==> src/rtl/instr_decode_stage.sv <==
// MIPS decode stage: valid/ready 2-entry skid buffer feeding the immediate extender.
// Optional macro ILLEGAL_OP_DETECT_EN adds a registered out_illegal flag.
module instr_decode_stage #(
    parameter int PC_W     = 32,
    parameter bit ZEXT_LUI = 1'b0
) (
    input  logic            clk,
    input  logic            rst_n,
    input  logic            flush,
    input  logic            in_valid,
    output logic            in_ready,
    input  logic [31:0]     in_instr,
    input  logic [PC_W-1:0] in_pc,
    output logic            out_valid,
    input  logic            out_ready,
    output logic [PC_W-1:0] out_pc,
    output logic [5:0]      out_opcode,
    output logic [4:0]      out_rs,
    output logic [4:0]      out_rt,
    output logic [4:0]      out_rd,
    output logic [4:0]      out_shamt,
    output logic [5:0]      out_funct,
    output logic [15:0]     out_imm,
    output logic [25:0]     out_target,
    output logic            out_extSel
`ifdef ILLEGAL_OP_DETECT_EN
    ,
    output logic            out_illegal
`endif
);

    typedef struct packed {
        logic [PC_W-1:0] pc;
        logic [31:0]     instr;
        logic            extsel;
`ifdef ILLEGAL_OP_DETECT_EN
        logic            illegal;
`endif
    } dec_t;

    typedef enum logic [1:0] {EMPTY, HALF, FULL} state_t;

    state_t state, state_nxt;
    dec_t   dec_in, main_q, skid_q;
    logic   in_xfer, out_xfer;
    logic   ld_main_in, ld_main_skid, ld_skid;

    // Decode on the input side so the registered outputs carry no comb path.
    always_comb begin
        dec_in        = '0;
        dec_in.pc     = in_pc;
        dec_in.instr  = in_instr;
        dec_in.extsel = (in_instr[31:26] inside {6'h0C, 6'h0D, 6'h0E}) ||
                        (ZEXT_LUI && (in_instr[31:26] == 6'h0F));
`ifdef ILLEGAL_OP_DETECT_EN
        dec_in.illegal = !(in_instr[31:26] inside {6'h00, 6'h02, 6'h03, 6'h04, 6'h05,
                             6'h08, 6'h09, 6'h0A, 6'h0C, 6'h0D, 6'h0E, 6'h0F,
                             6'h23, 6'h2B}) ||
                         ((in_instr[31:26] == 6'h00) &&
                          !(in_instr[5:0] inside {6'h00, 6'h02, 6'h08, 6'h20, 6'h21,
                             6'h22, 6'h23, 6'h24, 6'h25, 6'h2A}));
`endif
    end

    assign in_ready  = (state != FULL);
    assign out_valid = (state != EMPTY);
    assign in_xfer   = in_valid & in_ready;
    assign out_xfer  = out_valid & out_ready;

    always_comb begin
        state_nxt    = state;
        ld_main_in   = 1'b0;
        ld_main_skid = 1'b0;
        ld_skid      = 1'b0;
        case (state)
            EMPTY: if (in_xfer) begin
                ld_main_in = 1'b1;
                state_nxt  = HALF;
            end
            HALF: begin
                if (in_xfer && !out_xfer) begin
                    ld_skid   = 1'b1;
                    state_nxt = FULL;
                end else if (out_xfer && !in_xfer) begin
                    state_nxt = EMPTY;
                end else if (in_xfer && out_xfer) begin
                    ld_main_in = 1'b1;
                end
            end
            FULL: if (out_xfer) begin
                ld_main_skid = 1'b1;
                state_nxt    = HALF;
            end
            default: state_nxt = EMPTY;
        endcase
        // Flush wins over everything, including a same-cycle accept.
        if (flush) begin
            state_nxt    = EMPTY;
            ld_main_in   = 1'b0;
            ld_main_skid = 1'b0;
            ld_skid      = 1'b0;
        end
    end

    always_ff @(posedge clk or negedge rst_n) begin
        if (!rst_n) begin
            state  <= EMPTY;
            main_q <= '0;
            skid_q <= '0;
        end else begin
            state <= state_nxt;
            if (ld_main_in)
                main_q <= dec_in;
            else if (ld_main_skid)
                main_q <= skid_q;
            if (ld_skid)
                skid_q <= dec_in;
        end
    end

    assign out_pc     = main_q.pc;
    assign out_opcode = main_q.instr[31:26];
    assign out_rs     = main_q.instr[25:21];
    assign out_rt     = main_q.instr[20:16];
    assign out_rd     = main_q.instr[15:11];
    assign out_shamt  = main_q.instr[10:6];
    assign out_funct  = main_q.instr[5:0];
    assign out_imm    = main_q.instr[15:0];
    assign out_target = main_q.instr[25:0];
    assign out_extSel = main_q.extsel;
`ifdef ILLEGAL_OP_DETECT_EN
    assign out_illegal = main_q.illegal;
`endif

endmodule

==> config.mk <==
export PLATFORM = sky130hd
export DESIGN_NAME = instr_decode_stage
export DESIGN_NICKNAME = d
export VERILOG_FILES = /design/src/rtl/instr_decode_stage.sv
export SDC_FILE = /design/constraint.sdc
export NUM_CORES = 1
export LEC_CHECK = 0
export ABC_AREA = 1
export BUFFER_PORTS_ARGS = -buffer_cell sky130_fd_sc_hd__buf_2
export CORE_MARGIN = 2
export CORE_UTILIZATION = 49
export CTS_BUF_LIST = sky130_fd_sc_hd__clkbuf_4 sky130_fd_sc_hd__clkbuf_8 sky130_fd_sc_hd__clkbuf_16
export DETAILED_ROUTE_END_ITERATION = 8
export PLACE_DENSITY = 0.74
export SYNTH_ARGS = -nofsm -noshare
export SYNTH_HDL_FRONTEND = slang
export SYNTH_SLANG_ARGS = --single-unit
==> constraint.sdc <==
create_clock -name clk -period 4.6 [get_ports clk]
set_input_delay 0.23 -clock clk [delete_from_list [all_inputs] [get_ports clk]]
set_output_delay 0.23 -clock clk [all_outputs]
set_load 0.03 [all_outputs]
# --- After elaboration in Yosys (flattened, before gate mapping) ---
# Cells that the tools add are included.
classes:
  n_mux: 20
  reduce_logical: 10
  n_eq_ne: 9
  bitwise_logic: 2
ops:
  columns: ["operator", "count"]
  rows:
  - ["65-bit two-way mux", 2]
  - ["6-bit by 4-bit equality test with 1-bit output (second input constant)", 3]
  - ["1-bit two-way mux", 11]
  - ["2-bit two-way mux", 5]
  - ["3-bit inequality test (second input constant)", 2]
  - ["2-bit one-hot mux with 3 select lines", 1]
  - ["4-bit inequality test (second input constant)", 1]
  - ["2-bit nonzero test", 2]
  - ["1-bit logical AND", 3]
  - ["3-bit AND reduction", 1]
  - ["3-bit nonzero test", 1]
  - ["1-bit bitwise AND", 2]
  - ["2-bit by 1-bit equality test with 1-bit output (second input constant)", 1]
  - ["2-bit equality test (second input constant)", 1]
  - ["1-bit zero test", 2]
  - ["2-bit zero test", 1]
  - ["2-bit inequality test (second input constant)", 1]
  - ["1-bit one-hot mux with 2 select lines", 1]
word_totals:
  input_bits: 69
  out_inout_bits: 109
  reg_bits: 132
  wordCells: 48

# --- Depth between registers and ports, before layout ---
depth:
  word_depth: 9
  mapped_depth: 10
  depth_no_buf: 8

# --- Least setup slack after synthesis ---
# Ideal clock, no wire load.
synth_timing:
  path_type: "reg-to-reg"
  from: "reg state[1]"
  to: "reg main_q (netlist bit out_funct[0])"
  stages_incl_launch_ff: 10
  n_path_buf: 2
  arrival_ps: 1570
  setup_ps: 118
  slack_ps: 2912
  period_less_slack_ps: 1688
  required_time_ps: 4482
  path_cell_list: "dfrtp_1 a21boi_0 ha_1 nand3_1 nand2_2 buf_6 buf_2 nand3_1 nand2_1 nand2_1"
synth_between:
  elab_chain_len: 9
  word_cells_on_any_way: 23
  classes_between: "eq/ne (3); mux (10); bitwise (2); reduce/logical (8)"
synth_rtl:
  columns: ["item", "line", "rtl"]
  rows:
  - ["start, declared", "43", "state_t state, state_nxt;"]
  - ["start signal, assigned", "111", "state <= state_nxt;"]
  - ["2-bit inequality test / 2-bit nonzero test (equally long branches)", "65, 66", null]
  - ["1-bit bitwise AND, on equally long branches", "67, 68", null]
  - ["1-bit logical AND / 1-bit zero test (equally long branches)", "86, 84", null]
  - ["1-bit two-way mux / 1-bit logical AND (equally long branches)", "86, 84", null]
  - ["1-bit two-way mux", "84", "end else if (out_xfer && !in_xfer) begin"]
  - ["1-bit two-way mux", "81", "if (in_xfer && !out_xfer) begin"]
  - ["1-bit one-hot mux with 2 select lines", "75", "case (state)"]
  - ["1-bit two-way mux", "97", "if (flush) begin"]
  - ["65-bit two-way mux / 2-bit nonzero test (equally long branches)", null, null]
  - ["end signal, assigned", "113", "main_q <= dec_in;"]
  - ["end signal, assigned", "115", "main_q <= skid_q;"]
  - ["end, declared", "44", "dec_t dec_in, main_q, skid_q;"]
# Several ways; a longest one is shown, not always the timed one.
# A chain may end at the register's enable or synchronous reset.

# --- Final worst setup path ---
layout_timing:
  from: "reg state[1]"
  to: "reg skid_q[5] (netlist name)"
layout_between:
  elab_chain_len: 7
  word_cells_on_any_way: 10
  classes_between: "eq/ne (2); mux (3); bitwise (2); reduce/logical (3)"
layout_rtl:
  columns: ["item", "line", "rtl"]
  rows:
  - ["2-bit nonzero test", "66", "assign out_valid = (state != EMPTY);"]
  - ["1-bit bitwise AND", "68", "assign out_xfer = out_valid & out_ready;"]
  - ["1-bit zero test", "81", null]
  - ["1-bit logical AND", "81", null]
  - ["1-bit two-way mux", "81", null]
  - ["1-bit two-way mux (*)", "75", null]
  - ["1-bit two-way mux (*)", "97", null]
  - ["end signal, assigned", "117", "skid_q <= dec_in;"]
  - ["end, declared", "44", null]
# Every way passes the cells marked *; elsewhere a longest branch is shown, timed or not.

==> flow_summary.toml <==
[route]
route.detailed.wl_per_inst_um = 15.05
routed_wl_um = 17390
drt_pass1_iterations = 5
detail-route-antenna-nets = 0
detailroute.via_count = 6144
via_per_inst = 5.315
drc = 0
dr.first_iter.drc_count = 574

[synthesis]
portion_of_netlist_area_occupied_by_mux_cells = 0
ys_top_cells_by_count = "sky130_fd_sc_hd__nand3_1 (205), sky130_fd_sc_hd__nand2_1 (202), sky130_fd_sc_hd__dfrtp_1 (132)"
synthAdderAreaFrac = 0.003463
yosysUniqueCellTypes = 22
largest_area_contributor_in_the_synthesized_netlist = "sky130_fd_sc_hd__dfrtp_1"
synth_fp_nets = 937
synth-simple-area-share = 0.3415
synth_compound_area_frac = 0.04675
synthesis.area_mm2 = 0.007226
ys_seq_elements = 132
seq_area_frac_synth = 0.4571
syn_avg_cell_area_um2 = 8.344
yosysTopAreaCellShare = 0.4571
synth_top_family_by_area = "simple AND/OR/NAND/NOR gates"
synth_top_cells_by_area = "sky130_fd_sc_hd__dfrtp_1 (46%), sky130_fd_sc_hd__nand3_1 (14%), sky130_fd_sc_hd__nand2_1 (10%)"
synth-edff-count = 0
synthMostInstantiatedCell = "sky130_fd_sc_hd__nand3_1"
yosys_warnings = 0
synthCells = 866
async_flop_share = 1.000
synth_top_flop_cell = "sky130_fd_sc_hd__dfrtp_1"
synth-xor-area-share = 0

[setup_path]
timing.critical_path.from_type = "flop"
worst_path_most_repeated_cell = "sky130_fd_sc_hd__nor2_1"
crit_type = "reg2reg"
crit_path_max_incr_delay_ps = 740
critical-path-top-delay-family = "simple AND/OR/NAND/NOR gates"
cp.buffers_inverters = 2
timing.critical_path.to_type = "flop"
crit_path_top_delay_cell = "sky130_fd_sc_hd__nand3_4"
worst_path_cell_chain = "nor2_1 > nor2_1 > inv_1 > ha_1 > nand3_4 > buf_4 > nand2_1 > o21ai_1"
worst-endpoint-arrival_ps = 3110
cp_max_fo = 94
data_required_time_of_the_critical_path_ps = 4900

[floorplan]
floorplan.die.height_um = 125.4
floorplan.core_area_mm2 = 0.01448
io-pin-count = 178
floorplan.rows = 44
chipWidth_um = 125.4
starting_utilization_of_the_core_area = 0.4990
die_area_mm2 = 0.01573

[placement]
placed_cells_incl_taps = 1123
place.detailed.hpwl_um = 9905
number_of_buffers_added_on_ports = 177
gp_routability_congestion = 0.7673
pre_cts_worst_setup_slack_ps = 1837

[clock_tree]
clockBufferDepth = 2
ctsHtreeMaxLevel = 4
cts_sinks = 132
tritoncts.num_buffers = 17
worst_skew_pair.late_latency_ps = 430
cts_setup_buffers = 0
post_cts_resized = 0
clk_pin_slew_ps = 60
tritoncts = "yes"
clock-root-buffer = "sky130_fd_sc_hd__clkbuf_16"

[timing]
setup_violating_endpoint_count_in_the_final_report = 0
max_clock_freq_ghz = 0.3552
worst_slew_pin_slew_ps = 1157
unrepaired_setup_endpoints_after_global_routing = "false"
finalClockSkew_ps = 7.563
post_layout_minimum_cycle_time_ps = 2816
timing.final.crit_share = 0.6121
slew-limit-headroom = 0.2284
hold_slack_ps = 65.02
setup_ws_final_ps = 1784
slew_violations = 0
final.setup.tns_ps = 0
timing.final.hold_violations = 0

[flow_run]
drv.max_cap_violation_count = 0

[global_route]
number_of_antenna_violations_at_the_first_check_in_global_routing = 1
vias_in_the_first_global_route = 5764
grt_first_pass_wirelength_um = 29150
grt_use_total = 0.2288
largest_net_degree_at_the_start_of_global_routing = 95
grt.overflow.total = 0

[pwr]
power_density_mw_per_mm2 = 756.5
power.ir.vdd_worst_mv = 0.4144
power.static_leakage_nw = 4.716

[finish]
final_cells = 1156
layout.nets = 1030
syn2layout_area_growth_pct = 14.77
multi_input_area_mm2 = 0.002865
fill_cell_count = 1311
layout.area.seq_mm2 = 0.003303
antenna_cells = 0
drive_above_1_share = 0.2984

[outcome]
status = "finished, final reports clean"

[min_path]
hp-class = "in2reg"
## final cells by class
cell class	instances	area share
Multi-Input combinational cell	549	0.3455
Inverter	73	0.03304
Clock inverter	9	0.02112
Sequential cell	132	0.3983
Tap cell	184	0.02776
Timing Repair Buffer	186	0.1160
Clock buffer	23	0.05824
## cells by family (layout without fill, tap and decap cells)
family          count (synthesis)  in the layout
simple gates                  480            480
buf+inv                       185            291
flops                         132            132
compound gates                 67             67
fa+ha+maj                       2              2
## metrics by stage
| stage | utilization | instance area (um2) | power [mW] |
|---|---|---|---|
| 2_1_floorplan | - | 7226 | 4.306 |
| 3_3_place_gp | 0.5266 | 7625 | 4.726 |
| 3_5_place_dp | 0.5266 | 7625 | 4.783 |
| 4_1_cts | 0.5728 | 8293 | 6.321 |
| 5_1_grt | 0.5728 | 8293 | 6.656 |
| 6_report | 0.5728 | 8293 | 6.274 |
## worst reg2reg max path, stage by stage, from the launching register on
cell and delay [ps]:
sky130_fd_sc_hd__dfrtp_1 480, sky130_fd_sc_hd__nor2_1 320, sky130_fd_sc_hd__nor2_1 110, sky130_fd_sc_hd__inv_1 70
sky130_fd_sc_hd__ha_1 180, sky130_fd_sc_hd__nand3_4 740, sky130_fd_sc_hd__buf_4 610, sky130_fd_sc_hd__nand2_1 120
sky130_fd_sc_hd__o21ai_1 60
## registers in the layout, summed over array words and instances (netlist names)
name	flops
out_rt	5
state	2
out_rs	5
out_imm	10
skid_q	65
out_opcode	6
out_funct	6
out_extSel	1
out_pc	32
## what timing repair did
action	in CTS	in global routing
hold buffers	1	0
endpoints found under the setup margin	0	0
endpoints found under the hold margin	88	0
## layout by cell type, fill, tap and decap left out
master                          Yosys  layout
sky130_fd_sc_hd__clkinvlp_4         0       2
sky130_fd_sc_hd__o21ai_0            1       1
sky130_fd_sc_hd__o21ai_1           65      65
sky130_fd_sc_hd__buf_4             53       8
sky130_fd_sc_hd__clkbuf_4           0       4
sky130_fd_sc_hd__clkbuf_16          0      17
sky130_fd_sc_hd__bufinv_16          0       5
sky130_fd_sc_hd__nand3_1          205     204
sky130_fd_sc_hd__nand3_2           62      60
sky130_fd_sc_hd__clkbuf_8           0       2
sky130_fd_sc_hd__inv_1             69      69
sky130_fd_sc_hd__ha_1               2       2
sky130_fd_sc_hd__nor2_4             1       2
sky130_fd_sc_hd__nand2_2            3       4
sky130_fd_sc_hd__nor2_1             5       5
sky130_fd_sc_hd__dlygate4sd3_1      0       1
sky130_fd_sc_hd__nand3_4            0       3
sky130_fd_sc_hd__buf_2             28     176
sky130_fd_sc_hd__nand3b_1           1       1
sky130_fd_sc_hd__inv_2              4       4
sky130_fd_sc_hd__nand2_1          202     201
sky130_fd_sc_hd__dfrtp_1          132     132
sky130_fd_sc_hd__clkinv_2           0       2
sky130_fd_sc_hd__a21boi_0           1       1
sky130_fd_sc_hd__buf_6              8       1
## per-layer routing
layer  routed length (um)  share of wire  vias up  GRT usage
met5                   13        0.00075        -          0
met4                  393          0.023        2    0.08954
met3                 1244          0.072       36    0.05477
met2                 8046           0.46      265     0.3539
met1                 7694           0.44     2865     0.3123
li1                     -              -     2976          -
## path summary, 6_finish.rpt
check,start,endpoint,slack [ps],cells past startpoint
worst max-delay path,state[1],skid_q[5],1780,8
worst min-delay path,in_pc[5],skid_q[38],70,3
worst max register to register,state[1],skid_q[5],1780,8
worst min register to register,skid_q[62],skid_q[62],490,2
max in group asynchronous,rst_n,skid_q[22],3030,3
min in group asynchronous,rst_n,skid_q[19],450,2
## power by group
part,leakage [nW],internal [mW],switching [mW]
clock,0.321,1.01,0.502
sequential,1.59,1.73,0.349
combinational,2.80,0.788,1.90
Note: power is estimated with default switching activity, not from simulation.
